File: config.mk
export PLATFORM = sky130hd
export DESIGN_NAME = core_wb_regfile_sb_flat
export DESIGN_NICKNAME = d
export VERILOG_FILES = /design/src/rtl/core_wb_regfile_sb_pkg.sv /design/src/rtl/core_wb_regfile_sb_if.sv /design/src/rtl/core_wb_regfile_sb_cnt.sv /design/src/rtl/core_wb_regfile_sb.sv /design/src/flat_wrapper.sv
export SDC_FILE = /design/constraint.sdc
export NUM_CORES = 2
export LEC_CHECK = 0
export CAP_MARGIN = 0
export CORE_ASPECT_RATIO = 0.9
export CORE_MARGIN = 2
export CORE_UTILIZATION = 35
export DETAILED_ROUTE_END_ITERATION = 8
export PLACE_DENSITY = 0.56
export SKIP_CTS_REPAIR_TIMING = 1
export SLEW_MARGIN = 25
export SYNTH_ARGS = -nofsm -noshare
export SYNTH_HDL_FRONTEND = slang
export SYNTH_SLANG_ARGS = --single-unit
File: constraint.sdc
create_clock -name clk -period 7.3 [get_ports clk]
set_clock_uncertainty 0.2 [all_clocks]
set_input_delay 2.19 -clock clk [delete_from_list [all_inputs] [get_ports clk]]
set_output_delay 2.19 -clock clk [all_outputs]
set_load 0.05 [all_outputs]
File: src/rtl/core_wb_regfile_sb_pkg.sv
// rtl/core_wb_regfile_sb_pkg.sv - shared widths and constants for the write-back register file
package core_wb_regfile_sb_pkg;

   localparam int CORE_XLEN         = 32;
   localparam int CORE_RFIDX_WIDTH  = 5;
   localparam int CORE_SB_CNT_WIDTH = 2;
   localparam int ZERO_REG          = 0;

   typedef logic [CORE_RFIDX_WIDTH-1:0] core_rfidx_t;
   typedef logic [CORE_XLEN-1:0]        core_xlen_t;

endpackage

File: src/rtl/core_wb_regfile_sb_if.sv
// rtl/core_wb_regfile_sb_if.sv - issue, write-back and operand-read bus of the register file
interface core_wb_regfile_sb_if
   import core_wb_regfile_sb_pkg::*;
#(
   parameter int XLEN    = CORE_XLEN,
   parameter int RFIDX_W = CORE_RFIDX_WIDTH
) ();

   logic               issue_valid;
   logic               issue_ready;
   logic               issue_rd_wen;
   logic [RFIDX_W-1:0] issue_rd_idx;
   logic               wb_en;
   logic [RFIDX_W-1:0] wb_idx;
   logic [XLEN-1:0]    wb_data;
   logic [RFIDX_W-1:0] rs1_idx;
   logic [RFIDX_W-1:0] rs2_idx;
   logic [XLEN-1:0]    rs1_data;
   logic [XLEN-1:0]    rs2_data;
   logic               rs1_busy;
   logic               rs2_busy;
   logic               sb_err;

   modport master (
      output issue_valid, issue_rd_wen, issue_rd_idx,
      output wb_en, wb_idx, wb_data,
      output rs1_idx, rs2_idx,
      input  issue_ready, rs1_data, rs2_data, rs1_busy, rs2_busy, sb_err
   );

   modport slave (
      input  issue_valid, issue_rd_wen, issue_rd_idx,
      input  wb_en, wb_idx, wb_data,
      input  rs1_idx, rs2_idx,
      output issue_ready, rs1_data, rs2_data, rs1_busy, rs2_busy, sb_err
   );

endinterface

File: src/rtl/core_wb_regfile_sb_cnt.sv
// rtl/core_wb_regfile_sb_cnt.sv - per-register saturating pending-write counter (core_wb_sb_cnt)
module core_wb_sb_cnt #(
   parameter int W = 2
) (
   input  logic clk,
   input  logic rst,
   input  logic inc,
   input  logic dec,
   output logic busy,
   output logic full,
   output logic one,
   output logic underflow
);

   localparam logic [W-1:0] CNT_MAX = '1;
   localparam logic [W-1:0] CNT_ONE = W'(1);

   logic [W-1:0] cnt;

   // inc and dec together cancel, so a full counter may still accept an issue
   always_ff @(posedge clk) begin
      if (rst) begin
         cnt <= '0;
      end else if (inc && !dec && cnt != CNT_MAX) begin
         cnt <= cnt + CNT_ONE;
      end else if (dec && !inc && cnt != '0) begin
         cnt <= cnt - CNT_ONE;
      end
   end

   assign busy      = (cnt != '0);
   assign full      = (cnt == CNT_MAX);
   assign one       = (cnt == CNT_ONE);
   assign underflow = dec && !inc && (cnt == '0);

endmodule

File: src/rtl/core_wb_regfile_sb.sv
// rtl/core_wb_regfile_sb.sv - register file with pending-write scoreboard; CORE_RF_WB_BYPASS_EN enables same-cycle forwarding
module core_wb_regfile_sb
   import core_wb_regfile_sb_pkg::*;
#(
   parameter int XLEN     = CORE_XLEN,
   parameter int RFIDX_W  = CORE_RFIDX_WIDTH,
   parameter int SB_CNT_W = CORE_SB_CNT_WIDTH
) (
   input  logic                  clk,
   input  logic                  rst,
   core_wb_regfile_sb_if.slave   bus
);

   localparam int                 NREG     = 1 << RFIDX_W;
   localparam logic [RFIDX_W-1:0] ZERO_IDX = RFIDX_W'(ZERO_REG);

   logic [XLEN-1:0] regs [NREG];
   logic [NREG-1:0] inc, dec, busy, full, one, uflow;
   logic            wb_hit;
   logic            fire;
   logic            issue_ready;
   logic            sb_err_q;
   logic [XLEN-1:0] rs1_data, rs2_data;
   logic            rs1_busy, rs2_busy;

   assign wb_hit = bus.wb_en && (bus.wb_idx != ZERO_IDX);

   // a write-back to the same index frees a slot this cycle, so a full counter still accepts
   assign issue_ready = !(full[bus.issue_rd_idx] &&
                          !(bus.wb_en && (bus.wb_idx == bus.issue_rd_idx)));

   assign fire = bus.issue_valid && issue_ready && bus.issue_rd_wen &&
                 (bus.issue_rd_idx != ZERO_IDX);

   assign inc[0]   = 1'b0;
   assign dec[0]   = 1'b0;
   assign busy[0]  = 1'b0;
   assign full[0]  = 1'b0;
   assign one[0]   = 1'b0;
   assign uflow[0] = 1'b0;

   for (genvar i = 1; i < NREG; i++) begin : g_sb
      assign inc[i] = fire   && (bus.issue_rd_idx == RFIDX_W'(i));
      assign dec[i] = wb_hit && (bus.wb_idx == RFIDX_W'(i));

      core_wb_sb_cnt #(
         .W (SB_CNT_W)
      ) u_cnt (
         .clk       (clk),
         .rst       (rst),
         .inc       (inc[i]),
         .dec       (dec[i]),
         .busy      (busy[i]),
         .full      (full[i]),
         .one       (one[i]),
         .underflow (uflow[i])
      );
   end

   // regs[0] is cleared by reset and never written, so x0 reads as zero
   always_ff @(posedge clk) begin
      if (rst) begin
         for (int i = 0; i < NREG; i++) begin
            regs[i] <= '0;
         end
      end else if (wb_hit) begin
         regs[bus.wb_idx] <= bus.wb_data;
      end
   end

   always_ff @(posedge clk) begin
      if (rst) begin
         sb_err_q <= 1'b0;
      end else if (|uflow) begin
         sb_err_q <= 1'b1;
      end
   end

   always_comb begin
      rs1_data = regs[bus.rs1_idx];
      rs2_data = regs[bus.rs2_idx];
      rs1_busy = busy[bus.rs1_idx];
      rs2_busy = busy[bus.rs2_idx];
`ifdef CORE_RF_WB_BYPASS_EN
      if (wb_hit && (bus.wb_idx == bus.rs1_idx)) begin
         rs1_data = bus.wb_data;
         if (one[bus.rs1_idx]) begin
            rs1_busy = 1'b0;
         end
      end
      if (wb_hit && (bus.wb_idx == bus.rs2_idx)) begin
         rs2_data = bus.wb_data;
         if (one[bus.rs2_idx]) begin
            rs2_busy = 1'b0;
         end
      end
`endif
   end

   assign bus.issue_ready = issue_ready;
   assign bus.rs1_data    = rs1_data;
   assign bus.rs2_data    = rs2_data;
   assign bus.rs1_busy    = rs1_busy;
   assign bus.rs2_busy    = rs2_busy;
   assign bus.sb_err      = sb_err_q;

endmodule

File: src/flat_wrapper.sv
// flat-port wrapper written by rule: the top's interface ports become plain ports
module core_wb_regfile_sb_flat import core_wb_regfile_sb_pkg::*;
#(
   parameter int XLEN     = CORE_XLEN,
   parameter int RFIDX_W  = CORE_RFIDX_WIDTH,
   parameter int SB_CNT_W = CORE_SB_CNT_WIDTH
)
  (clk, rst, bus_issue_valid, bus_issue_rd_wen, bus_issue_rd_idx, bus_wb_en, bus_wb_idx, bus_wb_data, bus_rs1_idx, bus_rs2_idx, bus_issue_ready, bus_rs1_data, bus_rs2_data, bus_rs1_busy, bus_rs2_busy, bus_sb_err);
  core_wb_regfile_sb_if #(.XLEN(XLEN), .RFIDX_W(RFIDX_W)) bus_i ();
  input  logic clk;
  input  logic rst;
  input wire logic [$bits(bus_i.issue_valid)-1:0] bus_issue_valid;
  input wire logic [$bits(bus_i.issue_rd_wen)-1:0] bus_issue_rd_wen;
  input wire logic [$bits(bus_i.issue_rd_idx)-1:0] bus_issue_rd_idx;
  input wire logic [$bits(bus_i.wb_en)-1:0] bus_wb_en;
  input wire logic [$bits(bus_i.wb_idx)-1:0] bus_wb_idx;
  input wire logic [$bits(bus_i.wb_data)-1:0] bus_wb_data;
  input wire logic [$bits(bus_i.rs1_idx)-1:0] bus_rs1_idx;
  input wire logic [$bits(bus_i.rs2_idx)-1:0] bus_rs2_idx;
  output wire logic [$bits(bus_i.issue_ready)-1:0] bus_issue_ready;
  output wire logic [$bits(bus_i.rs1_data)-1:0] bus_rs1_data;
  output wire logic [$bits(bus_i.rs2_data)-1:0] bus_rs2_data;
  output wire logic [$bits(bus_i.rs1_busy)-1:0] bus_rs1_busy;
  output wire logic [$bits(bus_i.rs2_busy)-1:0] bus_rs2_busy;
  output wire logic [$bits(bus_i.sb_err)-1:0] bus_sb_err;
  assign bus_i.issue_valid = bus_issue_valid;
  assign bus_i.issue_rd_wen = bus_issue_rd_wen;
  assign bus_i.issue_rd_idx = bus_issue_rd_idx;
  assign bus_i.wb_en = bus_wb_en;
  assign bus_i.wb_idx = bus_wb_idx;
  assign bus_i.wb_data = bus_wb_data;
  assign bus_i.rs1_idx = bus_rs1_idx;
  assign bus_i.rs2_idx = bus_rs2_idx;
  assign bus_issue_ready = bus_i.issue_ready;
  assign bus_rs1_data = bus_i.rs1_data;
  assign bus_rs2_data = bus_i.rs2_data;
  assign bus_rs1_busy = bus_i.rs1_busy;
  assign bus_rs2_busy = bus_i.rs2_busy;
  assign bus_sb_err = bus_i.sb_err;
  core_wb_regfile_sb #(.XLEN(XLEN), .RFIDX_W(RFIDX_W), .SB_CNT_W(SB_CNT_W)) u_core (.clk(clk), .rst(rst), .bus(bus_i));
endmodule
==> flow_summary_export.csv <==
group,metric,value,unit
status,status,"finished, final reports clean",
power_and_ir_drop,power.density,235,nW/um^2
route,drt_iter0_drc,4984,
global_route,grt_antenna_before_repair,27,
floorplan,die_x,437,um
global_route,grt_use_met2,40.6,%
finish,area_growth_syn_to_layout,14.7,%
sta,rsz0062_at_grt,"false",
power_and_ir_drop,leakage,0.0224,uW
clock_network,cts_root_buffer,"clkbuf_16",
synth,ys_ff_latch,1087,
route,vias,37300,
clock_network,clkTransAtPathRegs,0.06,ns
sta,min_period_over_period,95.0,%
floorplan,core-area,168000,sq um
power_and_ir_drop,switchingPower,4180,uW
sta,setup_violations,0,
setup_path,crit_chain,"buf_8 > buf_12 > buf_12 > mux4_2 > mux4_2 > mux2_2 > buf_4",
synth,syn_avg_cell_area,15.3,sq um
finish,layout.nets,3978,
finish,fillers,15100,
setup_path,max_stage_delay,0.53,ns
power_and_ir_drop,combPwrFrac,14.2,%
global_route,grtUsageTotal,24.8,%
sta,finalCriticalPeriod,6.94,ns
global_route,global_route.usage.met1,32.4,%
synth,synth_cell_types,69,
global_route,grt_pass1_wl,299000,um
route,dr.pass1.iters,8,
power_and_ir_drop,vdd_drop_max,0.195,mV
power_and_ir_drop,p_clk_share,39.8,%
finish,drive_gt1_share,30.2,%
floorplan,die-height,394,um
global_route,grt_pass1_vias,37100,
clock_network,clock_sinks,1087,
setup_path,worstSetupPathType,"input pin to primary output",
sta,hold_viol,0,
global_route,grt_use_met3,4.39,%
setup_path,cp-start-kind,"input pin",
synth,synth-edff-count,1024,
synth,yosys_most_used_dff,"edfxtp_1",
finish,multi_input_area,25900,sq um
clock_network,cts_tree,"built",
power_and_ir_drop,p_seq_share,45.9,%
synth,netlist_area,59100,sq um
sta,hold_slack,0.299,ns
sta,relSlewSlack,26.3,%
placement,place_congestion,0.896,
global_route,globalRouteOverflowTotal,0,
setup_path,cp.arrival,4.55,ns
route,viasPerCell,5.93,
clock_network,htree_levels,3,
floorplan,io_pins,125,
floorplan,die-area,172000,sq um
setup_path,endpoint_kind,"primary output",
route,totalWireLength,216000,um
sta,max_freq,144,MHz
synth,ys_warn_count,0,
sta,setup_tns,0,ns
global_route,grt_start_max_net_pins,68,
route,drt.antenna.violating_nets,0,
min_path,min_path_cells,2,
finish,seqCellArea,32000,sq um
placement,io_buffer_count,124,
min_path,hold_class,"register to register",
clock_network,clk_latency,0.74,ns
clock_network,cts_buffers,119,
clock_network,ctsLongestPathBuffers,3,
floorplan,initial_utilization,35.1,%
synth,syn_inst,3874,
setup_path,crit_slowest_cell,"mux4_2",
run,cap_viol_max_count,0,
synth,async_flop_share,0,%
setup_path,r2r_cells,9,
global_route,grt.busiest_layer,"met2",
setup_path,cp_max_fo,22,
power_and_ir_drop,intPower,11800,uW
route,drc_errors,0,
setup_path,required,4.91,ns
power_and_ir_drop,switching_share,26.2,%
route,routedWlPerCell,34.4,um
placement,hpwl,129000,um
sta,tightest_slew,1.11,ns
floorplan,rows,143,
sta,slew_viol_final,0,
synth,ys_seq_area_share,54.2,%
layout make-up:
class                   instances  area share (%)
repair buffers                284            4.32
flip-flops and latches       1087            47.2
clock inverters                82            1.39
multi-input cells            2413            38.2
clock buffers                 140            4.57
well taps                    2247            4.15
inverters                      16          0.0886
diodes                         12          0.0443
metal layers:
metal	part of all wire [%]	wire (um)
met1	39	83300
met2	49	105000
met3	8.1	17600
met4	4.6	9970
met5	0.0060	13
logic make-up after synthesis:
group                     Yosys count  synth area share (%)
DFF                              1087                  54.2
other                               1               0.00635
xor gates and xnor gates           12                 0.178
and+or+nand+nor                  1417                  14.2
muxes                             737                  26.6
buffers and inverters             405                  2.67
AOI/OAI and AO/OA                 215                  2.24
cells in the mapped netlist, drive strengths merged (4+ instances only):
master | number | area [sq um]
o31ai | 13 | 108
mux2i | 13 | 130
buf | 71 | 320
a221oi | 4 | 35.0
nor2 | 104 | 390
or3 | 8 | 55.1
o21a | 6 | 45.0
inv | 16 | 60.1
nand4b | 4 | 35.0
nand2b | 29 | 181
nand3 | 26 | 130
xor2 | 7 | 61.3
xnor2 | 5 | 43.8
and2 | 998 | 6240
mux2 | 66 | 743
a21oi | 56 | 280
mux4 | 658 | 14800
nand3b | 15 | 113
a211oi | 11 | 82.6
or2 | 29 | 181
dfxtp | 63 | 1260
nor4 | 18 | 119
nand4bb | 4 | 45.0
nor3 | 51 | 255
a31oi | 21 | 131
and3 | 11 | 68.8
nor2b | 6 | 37.5
and3b | 4 | 35.0
nand2 | 87 | 327
nand4 | 16 | 100
o21ai | 69 | 345
edfxtp | 1024 | 30700
clkbuf | 318 | 1190
power by group through the flow:
stage	Sequential, uW	Clock (uW)	Combinational [uW]
6_report	7320	6340	2270
5_1_grt	7350	6650	2320
4_1_cts	7310	6410	2270
3_5_place_dp	7440	0	2260
3_3_place_gp	7420	0	2260
2_1_floorplan	7370	0	1400
worst paths after layout:
kind	startpoint	end	slack (ns)
max	bus_rs1_idx[0]	bus_rs1_data[11]	0.36
min	u_core.g_sb[30].u_cnt.cnt[1]	u_core.g_sb[30].u_cnt.cnt[1]	0.30
max reg2reg	u_core.g_sb[6].u_cnt.cnt[0]	u_core.bus.sb_err	3.75
min reg2reg	u_core.g_sb[30].u_cnt.cnt[1]	u_core.g_sb[30].u_cnt.cnt[1]	0.30
cell usage in the layout, fill, tap and decap left out, drive strengths merged, types with 5 or more instances in the layout:
| cell | synthesis | routed |
|---|---|---|
| a211oi | 11 | 11 |
| a21oi | 56 | 56 |
| a31oi | 21 | 21 |
| and2 | 998 | 998 |
| and3 | 11 | 11 |
| buf | 71 | 243 |
| bufinv | 0 | 18 |
| clkbuf | 318 | 140 |
| clkdlybuf4s50 | 0 | 41 |
| clkinv | 0 | 52 |
| clkinvlp | 0 | 9 |
| conb | 1 | 32 |
| dfxtp | 63 | 63 |
| diode | 0 | 12 |
| edfxtp | 1024 | 1024 |
| inv | 16 | 19 |
| mux2 | 66 | 66 |
| mux2i | 13 | 13 |
| mux4 | 658 | 658 |
| nand2 | 87 | 87 |
| nand2b | 29 | 29 |
| nand3 | 26 | 26 |
| nand3b | 15 | 15 |
| nand4 | 16 | 16 |
| nor2 | 104 | 104 |
| nor2b | 6 | 6 |
| nor3 | 51 | 51 |
| nor4 | 18 | 18 |
| o21a | 6 | 6 |
| o21ai | 69 | 69 |
| o31ai | 13 | 13 |
| or2 | 29 | 29 |
| or3 | 8 | 8 |
| xnor2 | 5 | 5 |
| xor2 | 7 | 7 |
stage by stage:
| stage | instance area (sq um) | setup slack, ns | cells | total power, uW | utilization, % |
|---|---|---|---|---|---|
| final | 67800 | 0.362 | 6281 | 15900 | 40.3 |
| after global routing | 67800 | 0.315 | 6273 | 16300 | 40.3 |
| after CTS | 67800 | 0.341 | 6269 | 16000 | 40.3 |
| after detailed placement | 63700 | 0.345 | 6047 | 9700 | 37.9 |
| after global placement | 63700 | 0.347 | 6047 | 9680 | 37.9 |
| after floorplan | 59200 | 0.235 | 3905 | 8780 | - |
worst max-delay path, delay by kind of cell:
family,cells,cell delay [ns]
buf+inv,4,0.90
mux,3,1.39
flip-flops by register name, summed over array words and instances, names as in the netlist:
signal / flops
u_core.g_sb.u_cnt.cnt: 62
u_core.bus.sb_err: 1
u_core.regs: 1024
No activity file was read; power rests on OpenSTA's default activity.
